--- src/rtl/intr_ctrl.sv ---
// intr_ctrl: N_SRC-source interrupt controller with a 32-byte register window.
// Latency: an src edge sets PEND two edges after it is first sampled; irq is combinational from registered state.
// Backpressure: none; every rd/wr strobe completes in its own cycle, and rdata is valid in that same cycle.
//
// Ports:
//   sysclk, reset      - rising-edge clock; asynchronous active-low reset
//   rd, wr, addr       - single-cycle bus strobes and byte address (wr wins when both are set)
//   wdata, rdata       - write data; combinational read data (zero when not selected)
//   src                - asynchronous interrupt request lines
//   kmode              - CPU is in kernel mode, which masks irq
//   irq                - interrupt request to the CPU
//
// Register map (byte offsets): 0x00 PEND (W1C, edge bits), 0x04 MASK, 0x08 MODE (1 = edge),
// 0x0C CLAIM (read claims the winner), 0x10 EOI (write ends service), 0x14 INSVC (read only).
module intr_ctrl #(
    parameter int          N_SRC     = 4,
    parameter logic [31:0] BASE_ADDR = 32'h40000040
) (
    input  logic             sysclk,
    input  logic             reset,
    input  logic             rd,
    input  logic             wr,
    input  logic [31:0]      addr,
    input  logic [31:0]      wdata,
    output logic [31:0]      rdata,
    input  logic [N_SRC-1:0] src,
    input  logic             kmode,
    output logic             irq
);

    localparam logic [2:0] OFF_PEND  = 3'd0;
    localparam logic [2:0] OFF_MASK  = 3'd1;
    localparam logic [2:0] OFF_MODE  = 3'd2;
    localparam logic [2:0] OFF_CLAIM = 3'd3;
    localparam logic [2:0] OFF_EOI   = 3'd4;
    localparam logic [2:0] OFF_INSVC = 3'd5;

    logic [N_SRC-1:0] s1_q, s2_q, s3_q;
    logic [N_SRC-1:0] pend_q, pend_d;
    logic [N_SRC-1:0] mask_q, mask_d;
    logic [N_SRC-1:0] mode_q, mode_d;
    logic [4:0]       insvc_q, insvc_d;

    logic             hit;
    logic [2:0]       off;
    logic             wr_hit, rd_hit;
    logic [N_SRC-1:0] act;
    logic [N_SRC-1:0] win_oh;
    logic [4:0]       claim_id;
    logic [N_SRC-1:0] edge_det;
    logic [N_SRC-1:0] clr;
    logic [N_SRC-1:0] wd;
    logic             claim_take;
    logic             unused_bits;

    assign hit         = (addr[31:5] == BASE_ADDR[31:5]);
    assign off         = addr[4:2];
    assign wr_hit      = wr & hit;
    // A read strobe coinciding with a write is treated as the write alone.
    assign rd_hit      = rd & ~wr & hit;
    assign wd          = wdata[N_SRC-1:0];
    assign unused_bits = ^{addr[1:0], wdata};

    assign act      = pend_q & mask_q;
    assign edge_det = s2_q & ~s3_q;

    // Lowest index wins; iterate downward so the last assignment is the lowest set bit.
    always_comb begin
        claim_id = '0;
        win_oh   = '0;
        for (int i = N_SRC - 1; i >= 0; i--) begin
            if (act[i]) begin
                claim_id  = 5'(i + 1);
                win_oh    = '0;
                win_oh[i] = 1'b1;
            end
        end
    end

    assign claim_take = rd_hit && (off == OFF_CLAIM) && (claim_id != 5'd0) && (insvc_q == 5'd0);

    always_comb begin
        mask_d  = mask_q;
        mode_d  = mode_q;
        insvc_d = insvc_q;
        clr     = '0;

        if (claim_take) begin
            insvc_d = claim_id;
            clr     = win_oh;
        end

        if (wr_hit) begin
            case (off)
                OFF_PEND: clr     = wd;
                OFF_MASK: mask_d  = wd;
                OFF_MODE: mode_d  = wd;
                OFF_EOI:  insvc_d = 5'd0;
                default:  ;
            endcase
        end

        // Edge bits: sticky, cleared by W1C/claim, but a fresh edge in the same cycle wins.
        // Level bits: track the synchronized input, so clears are irrelevant.
        pend_d = (mode_q & ((pend_q & ~clr) | edge_det)) | (~mode_q & s2_q);

        // A source whose mode is being switched starts clean under its new mode.
        if (wr_hit && (off == OFF_MODE)) begin
            pend_d = pend_d & ~(wd ^ mode_q);
        end
    end

    always_ff @(posedge sysclk or negedge reset) begin
        if (!reset) begin
            s1_q    <= '0;
            s2_q    <= '0;
            s3_q    <= '0;
            pend_q  <= '0;
            mask_q  <= '0;
            mode_q  <= '0;
            insvc_q <= '0;
        end else begin
            s1_q    <= src;
            s2_q    <= s1_q;
            s3_q    <= s2_q;
            pend_q  <= pend_d;
            mask_q  <= mask_d;
            mode_q  <= mode_d;
            insvc_q <= insvc_d;
        end
    end

    always_comb begin
        rdata = '0;
        if (rd_hit) begin
            case (off)
                OFF_PEND:  rdata = 32'(pend_q);
                OFF_MASK:  rdata = 32'(mask_q);
                OFF_MODE:  rdata = 32'(mode_q);
                OFF_CLAIM: rdata = 32'(claim_id);
                OFF_INSVC: rdata = 32'(insvc_q);
                default:   rdata = '0;
            endcase
        end
    end

    assign irq = (|act) & (insvc_q == 5'd0) & ~kmode;

endmodule

--- config.mk ---
export PLATFORM = sky130hd
export DESIGN_NAME = intr_ctrl
export DESIGN_NICKNAME = d
export VERILOG_FILES = /design/src/rtl/intr_ctrl.sv
export SDC_FILE = /design/constraint.sdc
export NUM_CORES = 1
export LEC_CHECK = 0
export ABC_AREA = 1
export BUFFER_PORTS_ARGS = -buffer_cell sky130_fd_sc_hd__buf_4
export CORE_AREA = 2 2 53 80
export CTS_BUF_LIST = sky130_fd_sc_hd__clkbuf_2 sky130_fd_sc_hd__clkbuf_4 sky130_fd_sc_hd__clkbuf_8
export CTS_CLUSTER_SIZE = 16
export DETAILED_ROUTE_END_ITERATION = 10
export DIE_AREA = 0 0 55 82
export PLACE_DENSITY = 0.85
export SLEW_MARGIN = 20
export SYNTH_ARGS = -nofsm -noshare
export SYNTH_HDL_FRONTEND = slang
export SYNTH_SLANG_ARGS = --single-unit
--- constraint.sdc ---
create_clock -name sysclk -period 2 [get_ports sysclk]
set_input_delay 0.1 -clock sysclk [delete_from_list [all_inputs] [get_ports sysclk]]
set_output_delay 0.1 -clock sysclk [all_outputs]
set_load 0.005 [all_outputs]
# ---- Word level (Yosys, flattened, before mapping)
# Index checks and enable logic that the tools add are counted.
dict set report totals {
  out_inout_bits 33
  mem_count 0
  mem_bits_ro 0
  regBits 29
  latchBits 0
  wordCells 60
  input_bits 73
  mem_bits_rw 0
}
dict set report classes {
  shifts 0
  reduce_logical 10
  mux 17
  n_eq_ne 6
  multipliers 0
  magnitude_cmp 0
  addsub 0
  n_div 0
  bitwise 20
}
# cell count
set op_table {}
lappend op_table {{two-way mux 5 bit} 7}
lappend op_table {{two-way mux 4 bit} 8}
lappend op_table {{== test 27 x 26 -> 1 bit (second input constant)} 1}
lappend op_table {{one-hot mux 5 bit (5 select lines)} 1}
lappend op_table {{bitwise AND 4 bit} 6}
lappend op_table {{NOT 4 bit} 4}
lappend op_table {{bitwise OR 4 bit} 2}
lappend op_table {{== test 3 x 2 -> 1 bit (second input constant)} 2}
lappend op_table {{== test 3 bit (second input constant)} 2}
lappend op_table {{bitwise AND 1 bit} 5}
lappend op_table {{zero test 5 bit} 1}
lappend op_table {{nonzero test 5 bit} 1}
lappend op_table {{logical AND 1 bit} 4}
lappend op_table {{AND reduction 2 bit} 2}
lappend op_table {{OR reduction 4 bit} 1}
lappend op_table {{XOR 4 bit} 1}
lappend op_table {{== test 3 x 1 -> 1 bit (second input constant)} 1}
lappend op_table {{zero test 3 bit} 1}
lappend op_table {{two-way mux 3 bit} 1}
lappend op_table {{NOT 1 bit} 2}

# ---- Logic depth before layout (Yosys ltp)
# Gate-level depths: netlist of the first run.
dict set report depth {
  depth_word 18
  mapped_depth 10
  ltp_nobuf 10
}

# ---- Worst setup path after synthesis of the first run
# OpenSTA, ideal clock, no wires.
dict set report synth_timing {
  path_kind {reg-to-reg}
  startpoint {reg pend_q[1]}
  endpoint {reg pend_q[3]}
  path_slack_ns 0.792
  path_stages_with_launch 10
  required_time_ns 1.879
  synth_period_minus_slack_ns 1.208
  path_buffers 0
  setup_ns 0.121
  arrival_ns 1.087
  path_cell_list {dfrtp_1 > nand2_1 > nand2_1 > inv_1 > nand2_1 > nand2_1 > nor2_4 > nand4_1 > nand3_1 > a21oi_1}
}
dict set report synth_via {
  elab_chain_len 16
  word_cells_on_any_way 18
  classes_between {mux: 8; bitwise: 7; reduce/logical: 3}
}
# item line
set synth_rtl {}
lappend synth_rtl {{start, declared} 39} ;# logic [N_SRC-1:0] pend_q, pend_d;
lappend synth_rtl {{start signal, assigned} 126} ;# pend_q <= pend_d;
lappend synth_rtl {{bitwise AND 4 bit (*)} 64} ;# assign act = pend_q & mask_q;
lappend synth_rtl {{two-way mux 5 bit (2 in a row)} 72} ;# if (act[i]) begin
lappend synth_rtl {{nonzero test 5 bit} 80} ;# assign claim_take = rd_hit && (off == OFF_CLAIM) && (claim_id != 5'd0) && (insvc_q == 5'd0);
lappend synth_rtl {{logical AND 1 bit (2 in a row)} 80}
lappend synth_rtl {{two-way mux 4 bit (*)} 88} ;# if (claim_take) begin
lappend synth_rtl {{two-way mux 4 bit} 94} ;# case (off)
lappend synth_rtl {{two-way mux 4 bit (*)} 93} ;# if (wr_hit) begin
lappend synth_rtl {{NOT 4 bit (*)} 105} ;# pend_d = (mode_q & ((pend_q & ~clr) | edge_det)) | (~mode_q & s2_q);
lappend synth_rtl {{bitwise AND 4 bit (*)} 105}
lappend synth_rtl {{bitwise OR 4 bit (*)} 105}
lappend synth_rtl {{bitwise AND 4 bit (*)} 105}
lappend synth_rtl {{bitwise OR 4 bit (*)} 105}
lappend synth_rtl {{bitwise AND 4 bit} 109} ;# pend_d = pend_d & ~(wd ^ mode_q);
lappend synth_rtl {{two-way mux 4 bit (*)} 108} ;# if (wr_hit && (off == OFF_MODE)) begin
lappend synth_rtl {{net pend_d[3]} 39}
# Mark *: on every way through the listed nets, which the timed path passes. The rest lies on a longest branch.
# A chain may end at the register's enable or synchronous reset.

# ---- Worst setup path in the final report of the first run
dict set report layout_timing {
  startpoint {reg pend_q[0]}
  endpoint {out rdata[2]}
}
dict set report layout_via {
  elab_chain_len 4
}
# item line
set layout_rtl {}
lappend layout_rtl {{bitwise AND 4 bit} 64}
lappend layout_rtl {{two-way mux 5 bit} 72}
lappend layout_rtl {{one-hot mux 5 bit (5 select lines)} 136} ;# case (off)
lappend layout_rtl {{two-way mux 5 bit} 135} ;# if (rd_hit) begin
lappend layout_rtl {{end, declared} 25} ;# output logic [31:0] rdata,
# Every way passes these cells.

==> out/results.tsv, run 1 <==
stage	metric	value	unit
sta	unrepaired setup endpoints after global routing	no	
logic_synthesis	register area share after synthesis	40.4	%
placement	DP HPWL	2.89	mm
layout	Final #Nets	371	
routing	Remaining DRCs	0	
routing	antenna-violating nets left	0	
clock_network	CTS Hold Bufs	5	
worst_hold_path	Worst Hold Depth	3	
clock_network	Clk Latency, worst-skew pair	0.28	ns
sta	final hold slack	0.128	ns
routing	routed vias	1633	
routing	Routed WL per cell	10.8	um
clock_network	Clock Path Buffers	2	
clock_network	Post-CTS Setup Inserts	0	
outcome	status	completed	
logic_synthesis	synthesis warning total	0	
sta	setup ws final	0.226	ns
sta	Max Clock Freq	564	MHz
layout	n_diodes	0	
clock_network	post-CTS sizing	0	
sta	clk_skew	0.00334	ns
critical_path	Critical R2R Capture	pend_q[3]	
sta	final worst-path cycle share	88.7	%
grt	vias in the first global route	1466	
clock_network	root buf cell	clkbuf_8	
clock_network	H-tree depth	2	
sta	Fin. Hold Viols	0	
sta	Slew Limit Fails	0	
grt	first-pass GRT wire length	5.96	mm
grt	largest net degree at the start of global routing	30	
layout	share of layout cells above drive strength 1	24.7	%
floorplan	die area	4510	um2
logic_synthesis	top post-synthesis cells by area	dfrtp_1, nand2_1, buf_4	
logic_synthesis	post-synth top area share	40.4	%
layout	Fillers	370	
critical_path	internal reg-to-reg setup slack	0.60	ns
sta	final setup TNS	0	ns
critical_path	critical-path maximum fanout	5	
clock_network	CTS sink count	29	
placement	Port Buf Inserts	48	
routing	drt pass-1 iters	4	
worst_hold_path	hold crit path type	input pin to flop	
floorplan	FP Rows	28	
power	P per Cell Area	568	nW/um2
logic_synthesis	library cells used by synthesis	26	
critical_path	Req. time, crit path	1.90	ns
critical_path	Worst setup EP type	output port	
routing	routed wire length	3.71	mm
logic_synthesis	post-synthesis cell area	1800	um2
power	Lkg Pwr	0.00119	uW
layout	most common cell after layout, fill and taps aside	nand2_1	
critical_path	reg2reg path depth	9	
layout	commonest cells after routing, fill and taps aside	nand2_1, buf_4, inv_1	
power	VDD IR max	419	uV
logic_synthesis	Seq cells post-synth	29	
logic_synthesis	Avg Cell Area, Syn	7.49	um2
grt	remaining global-route overflow	0	
logic_synthesis	post-synth top area cell	dfrtp_1	
floorplan	chip width	55	um
grt	GRT Resource Usage Total	18.1	%
critical_path	Startpoint Class	flop	
routing	1st-iter DRT viols	34	
run	max-cap viol count	0	
floorplan	chip height	82	um
logic_synthesis	Post-Syn Instances	240	
placement	worst slack at placement	0.451	ns
floorplan	core area	3850	um2
floorplan	Initial Util	46.6	%
critical_path	Worst R2R Start	pend_q[1]	
sta	fin crit period	1.77	ns
placement	GP Congestion	0.907	
layout	Area growth syn-to-layout	25.1	%
critical_path	kind of critical path	flop to output port	
routing	Vias/cell	4.75	
worst_hold_path	worst hold start	wdata[3]	
grt	initial antenna violation count	0	
clock_network	clk slew on worst S/H paths	0.06	ns
sta	Setup violations, final	0	
clock_network	TritonCTS clock tree	built	
critical_path	crit path DAT	1.67	ns
worst_hold_path	hold endpoint	mode_q[3]	
floorplan	Top Ports	106	
clock_network	Inserted Clock Buffers	5	
-- area by class of cell --
| class | instances | area, um2 | share of cell area, % |
|---|---|---|---|
| flip-flops and latches | 29 | 726 | 32.3 |
| clock inverters | 1 | 5.00 | 0.223 |
| inverters | 37 | 140 | 6.23 |
| repair buffers | 53 | 410 | 18.3 |
| multi-input cells | 172 | 815 | 36.2 |
| well taps | 45 | 56.3 | 2.50 |
| clock buffers | 7 | 96.3 | 4.28 |
-- cell families (layout without fill, tap and decap cells) --
family / Yosys count / after routing / share of synthesized area [%]
flops: 29 / 29 / 40.4
buf+inv: 65 / 98 / 19.7
other cells: 1 / 27 / 0.209
xor+xnor: 1 / 1 / 0.488
compound gates: 30 / 30 / 10.3
simple gates: 114 / 114 / 28.9
-- worst max-delay path by stage --
stage / start / endpoint / slack, ns / depth (start not counted)
CTS: pend_q[0] / rdata[2] / 0.25 / 6
global route: pend_q[0] / rdata[2] / 0.09 / 6
floorplan: pend_q[1] / pend_q[3] / 0.79 / 9
detailed placement: addr[16] / rdata[2] / 0.45 / 11
finish: pend_q[0] / rdata[2] / 0.23 / 6
global placement: addr[16] / rdata[2] / 0.48 / 11
-- cell usage after synthesis --
cell type / number
a31oi_1: 1
buf_6: 1
nor2_1: 24
nand2_2: 5
a21oi_1: 11
a21oi_2: 1
conb_1: 1
nand2_1: 57
and3_1: 1
o21ai_0: 7
nand3_1: 9
o22ai_1: 2
o21ai_2: 5
nor2_4: 2
nor3_4: 1
clkinv_2: 1
a211oi_1: 2
nor2_2: 2
a221oi_1: 1
xnor2_1: 1
inv_1: 36
nand3_2: 1
dfrtp_1: 29
buf_4: 27
nor3_1: 3
nand4_1: 9
-- per-stage QoR --
stage,util [%],cells,instance area [um2],power (uW)
floorplan,-,266,1890,708
global placement,54.4,331,2100,754
detailed placement,54.4,331,2100,758
CTS,58.3,344,2250,1300
global route,58.3,344,2250,1340
finish,58.3,344,2250,1280
-- registers in the layout, summed over array words and instances (netlist names) --
signal,cells
insvc_q,5
mask_q,4
mode_q,4
pend_q,4
s1_q,4
s2_q,4
s3_q,4
-- power by group --
group          switching (uW)  total, uW  internal (uW)
clock                     212        522            310
sequential               7.16        610            603
combinational            71.3        145           73.3
total                     290       1280            987
-- critical path, cell delays in order, from the launching register on --
cell and delay [ns]:
dfrtp_1 0.39, nand2_1 0.12, inv_1 0.10, nor3_1 0.27, nand4_1 0.15, a31oi_1 0.20
buf_4 0.15
-- routing by layer --
| layer | share of wire (%) | vias up | global-route usage (%) |
|---|---|---|---|
| li1 | - | 815 | - |
| met4 | 2.3 | 0 | 8.78 |
| met5 | 0 | - | 0 |
| met1 | 35 | 750 | 18.3 |
| met2 | 56 | 55 | 32.6 |
| met3 | 6.4 | 13 | 4.91 |
No activity file was read; power rests on OpenSTA's default activity.
==> run 2: changes to the inputs <==
--- a/config.mk
+++ b/config.mk
@@ -7,12 +7,12 @@
 export LEC_CHECK = 0
 export ABC_AREA = 1
 export BUFFER_PORTS_ARGS = -buffer_cell sky130_fd_sc_hd__buf_4
-export CORE_AREA = 2 2 53 80
+export CORE_AREA = 2 2 58 87
 export CTS_BUF_LIST = sky130_fd_sc_hd__clkbuf_2 sky130_fd_sc_hd__clkbuf_4 sky130_fd_sc_hd__clkbuf_8
 export CTS_CLUSTER_SIZE = 16
 export DETAILED_ROUTE_END_ITERATION = 10
-export DIE_AREA = 0 0 55 82
-export PLACE_DENSITY = 0.85
+export DIE_AREA = 0 0 60 89
+export PLACE_DENSITY = 0.76
 export SLEW_MARGIN = 20
 export SYNTH_ARGS = -nofsm -noshare
 export SYNTH_HDL_FRONTEND = slang
==> constraint.sdc (replaced) <==
create_clock -name sysclk -period 1.5 [get_ports sysclk]
set_input_delay 0.075 -clock sysclk [delete_from_list [all_inputs] [get_ports sysclk]]
set_output_delay 0.075 -clock sysclk [all_outputs]
set_load 0.005 [all_outputs]
==> run 2 against run 1 <==
The flow now finishes with violations (setup timing); critical path depth is the same; wire length increased by 17%; die area up 18%; setup slack worse by 0.37 ns; sequential power grew 33%; combinational power up 46%; via count up 3.6%; register-to-register slack worse by 0.63 ns; hold slack worse by 0.045 ns.
==> out/results.tsv, run 2 (same netlist as run 1, synthesis figures left out) <==
stage	metric	value	unit	change
routing	antenna-violating nets left	0		unchanged
grt	first-pass GRT wire length	6.42	mm	was 5.96 mm
critical_path	reg2reg path depth	10		was 9
layout	register name with the most flops	insvc_q		unchanged
floorplan	chip height	89	um	was 82 um
layout	most common cell after layout, fill and taps aside	buf_4		was nand2_1
sta	Slew Limit Fails	0		unchanged
layout	post-route insts no fill	377		was 344
clock_network	H-tree depth	2		unchanged
clock_network	Clk Latency, worst-skew pair	0.28	ns	about the same
critical_path	Worst setup EP type	output port		unchanged
routing	1st-iter DRT viols	62		was 34
clock_network	Clock Path Buffers	2		unchanged
routing	Remaining DRCs	0		unchanged
routing	drt pass-1 iters	4		unchanged
sta	final setup TNS	-0.395	ns	was 0 ns
critical_path	Slowest-stage cell, CP	dfrtp_1		unchanged
floorplan	Top Ports	106		unchanged
critical_path	Req. time, crit path	1.42	ns	was 1.90 ns
clock_network	root buf cell	clkbuf_8		unchanged
run	max-cap viol count	0		unchanged
floorplan	chip width	60	um	was 55 um
sta	unrepaired setup endpoints after global routing	yes		was no
placement	GP Congestion	0.852		was 0.907
grt	GRT Resource Usage Total	16.0	%	was 18.1%
clock_network	TritonCTS clock tree	built		unchanged
placement	DP HPWL	3.07	mm	was 2.89 mm
routing	Routed WL per cell	11.5	um	was 10.8 um
worst_hold_path	Worst Hold Depth	3		unchanged
floorplan	die area	5340	um2	was 4510 um2
layout	Largest register FFs	5		unchanged
sta	Max Clock Freq	609	MHz	
critical_path	Critical Path Max Stage Delay	0.40	ns	was 0.39 ns
power	VDD IR max	661	uV	was 419 uV
floorplan	Initial Util	39.6	%	was 46.6%
sta	clk_skew	0.00857	ns	was 0.00334 ns
critical_path	cells along the critical path	nand2_2 -> inv_4 -> nor3_4 -> nand4_1 -> a31oi_1 -> buf_4		was nand2_1 -> inv_1 -> nor3_1 -> nand4_1 -> a31oi_1 -> buf_4
sta	Fin. Hold Viols	0		unchanged
outcome	status	finished with violations		was completed
grt	vias in the first global route	1539		was 1,466
sta	setup ws final	-0.142	ns	was 0.226 ns
placement	dpl cells	354		was 331
critical_path	kind of critical path	flop to output port		unchanged
layout	commonest cells after routing, fill and taps aside	buf_4, nand2_1, inv_1		was nand2_1, buf_4, inv_1
critical_path	Startpoint Class	flop		unchanged
routing	routed wire length	4.35	mm	was 3.71 mm
layout	Final #Nets	385		was 371
critical_path	Crit path depth	6		unchanged
grt	largest net degree at the start of global routing	30		unchanged
critical_path	Buf+Inv Stages, Crit Path	2		unchanged
placement	Port Buf Inserts	48		unchanged
sta	final worst-path cycle share	109	%	
critical_path	Crit path max-delay family	simple AND/OR/NAND/NOR gates		unchanged
layout	share of layout cells above drive strength 1	34.5	%	was 24.7%
sta	fin crit period	1.64	ns	
floorplan	FP Rows	30		was 28
critical_path	crit path DAT	1.57	ns	was 1.67 ns
outcome	failing checks	setup timing		
power	P per Cell Area	755	nW/um2	was 568 nW/um2
grt	initial antenna violation count	0		unchanged
clock_network	CTS sink count	29		unchanged
routing	Vias/cell	4.49		was 4.75
layout	n_diodes	0		unchanged
critical_path	critical-path maximum fanout	5		unchanged
layout	Area growth syn-to-layout	38.4	%	was 25.1%
clock_network	clk slew on worst S/H paths	0.07	ns	was 0.06 ns
power	Lkg Pwr	0.00128	uW	was 0.00119 uW
placement	worst slack at placement	0.0403	ns	was 0.451 ns
worst_hold_path	hold crit path type	input pin to flop		unchanged
sta	Setup violations, final	5		was 0
routing	routed vias	1691		was 1,633
clock_network	Inserted Clock Buffers	5		unchanged
floorplan	core area	4540	um2	was 3850 um2
grt	remaining global-route overflow	0		unchanged
==> run 2: worst register-to-register path: stages, from the launching register on <==
cell and delay [ns]:
dfrtp_1 0.39, nand2_2 0.08, nand2_2 0.11, buf_6 0.12, inv_2 0.04, nand2_2 0.05, nand2_2 0.06, nor2_4 0.19
nand4_1 0.18, nand3_1 0.14, a21oi_1 0.07
==> run 2: path summary, 6_finish.rpt <==
kind | from | to | slack (ns)
min reg2reg | s1_q[3] | s2_q[3] | 0.35
max reg2reg | mask_q[2] | pend_q[3] | -0.03
max in group asynchronous | reset | s2_q[2] | 0.97
min | wdata[3] | mode_q[3] | 0.08
min in group asynchronous | reset | mask_q[2] | 0.25
max | mask_q[0] | rdata[2] | -0.14
==> run 2: repair_timing <==
action,CTS,global route
hold buffers,5,0
setup buffers,6,4
pin swaps,6,19
resized for setup,7,19
hold endpoints to repair,33,0
endpoints found under the setup margin,2,9
==> run 2: power by group <==
part	switching, uW	internal (uW)
Combinational	103	109
Clock	313	540
Sequential	9.34	804
Total	425	1450
==> run 2: per-layer routing <==
layer,vias up,wire length [um],global-route usage [%]
met3,15,200,3.76
met5,-,0,0
met1,761,1550,16.3
met4,0,149,9.49
li1,847,-,-
met2,68,2450,28.9
==> run 2: layout make-up <==
type                    count  area [um2]
clock buffers               6        82.6
clock inverters             2        37.5
fillers                   412        2060
repair buffers             67         523
multi-input cells         172         895
well taps                  64        80.1
inverters                  37         143
flip-flops and latches     29         726
==> run 2: metrics by stage <==
step	power, uW	hold WS (ns)	util [%]	instance area (um2)
floorplan	944	-0.221	-	1890
global placement	1010	0.0123	47.4	2150
detailed placement	1020	0.0264	47.4	2150
CTS	1880	0.0763	52.5	2380
global route	1950	0.0925	54.7	2490
finish	1880	0.0833	54.7	2490
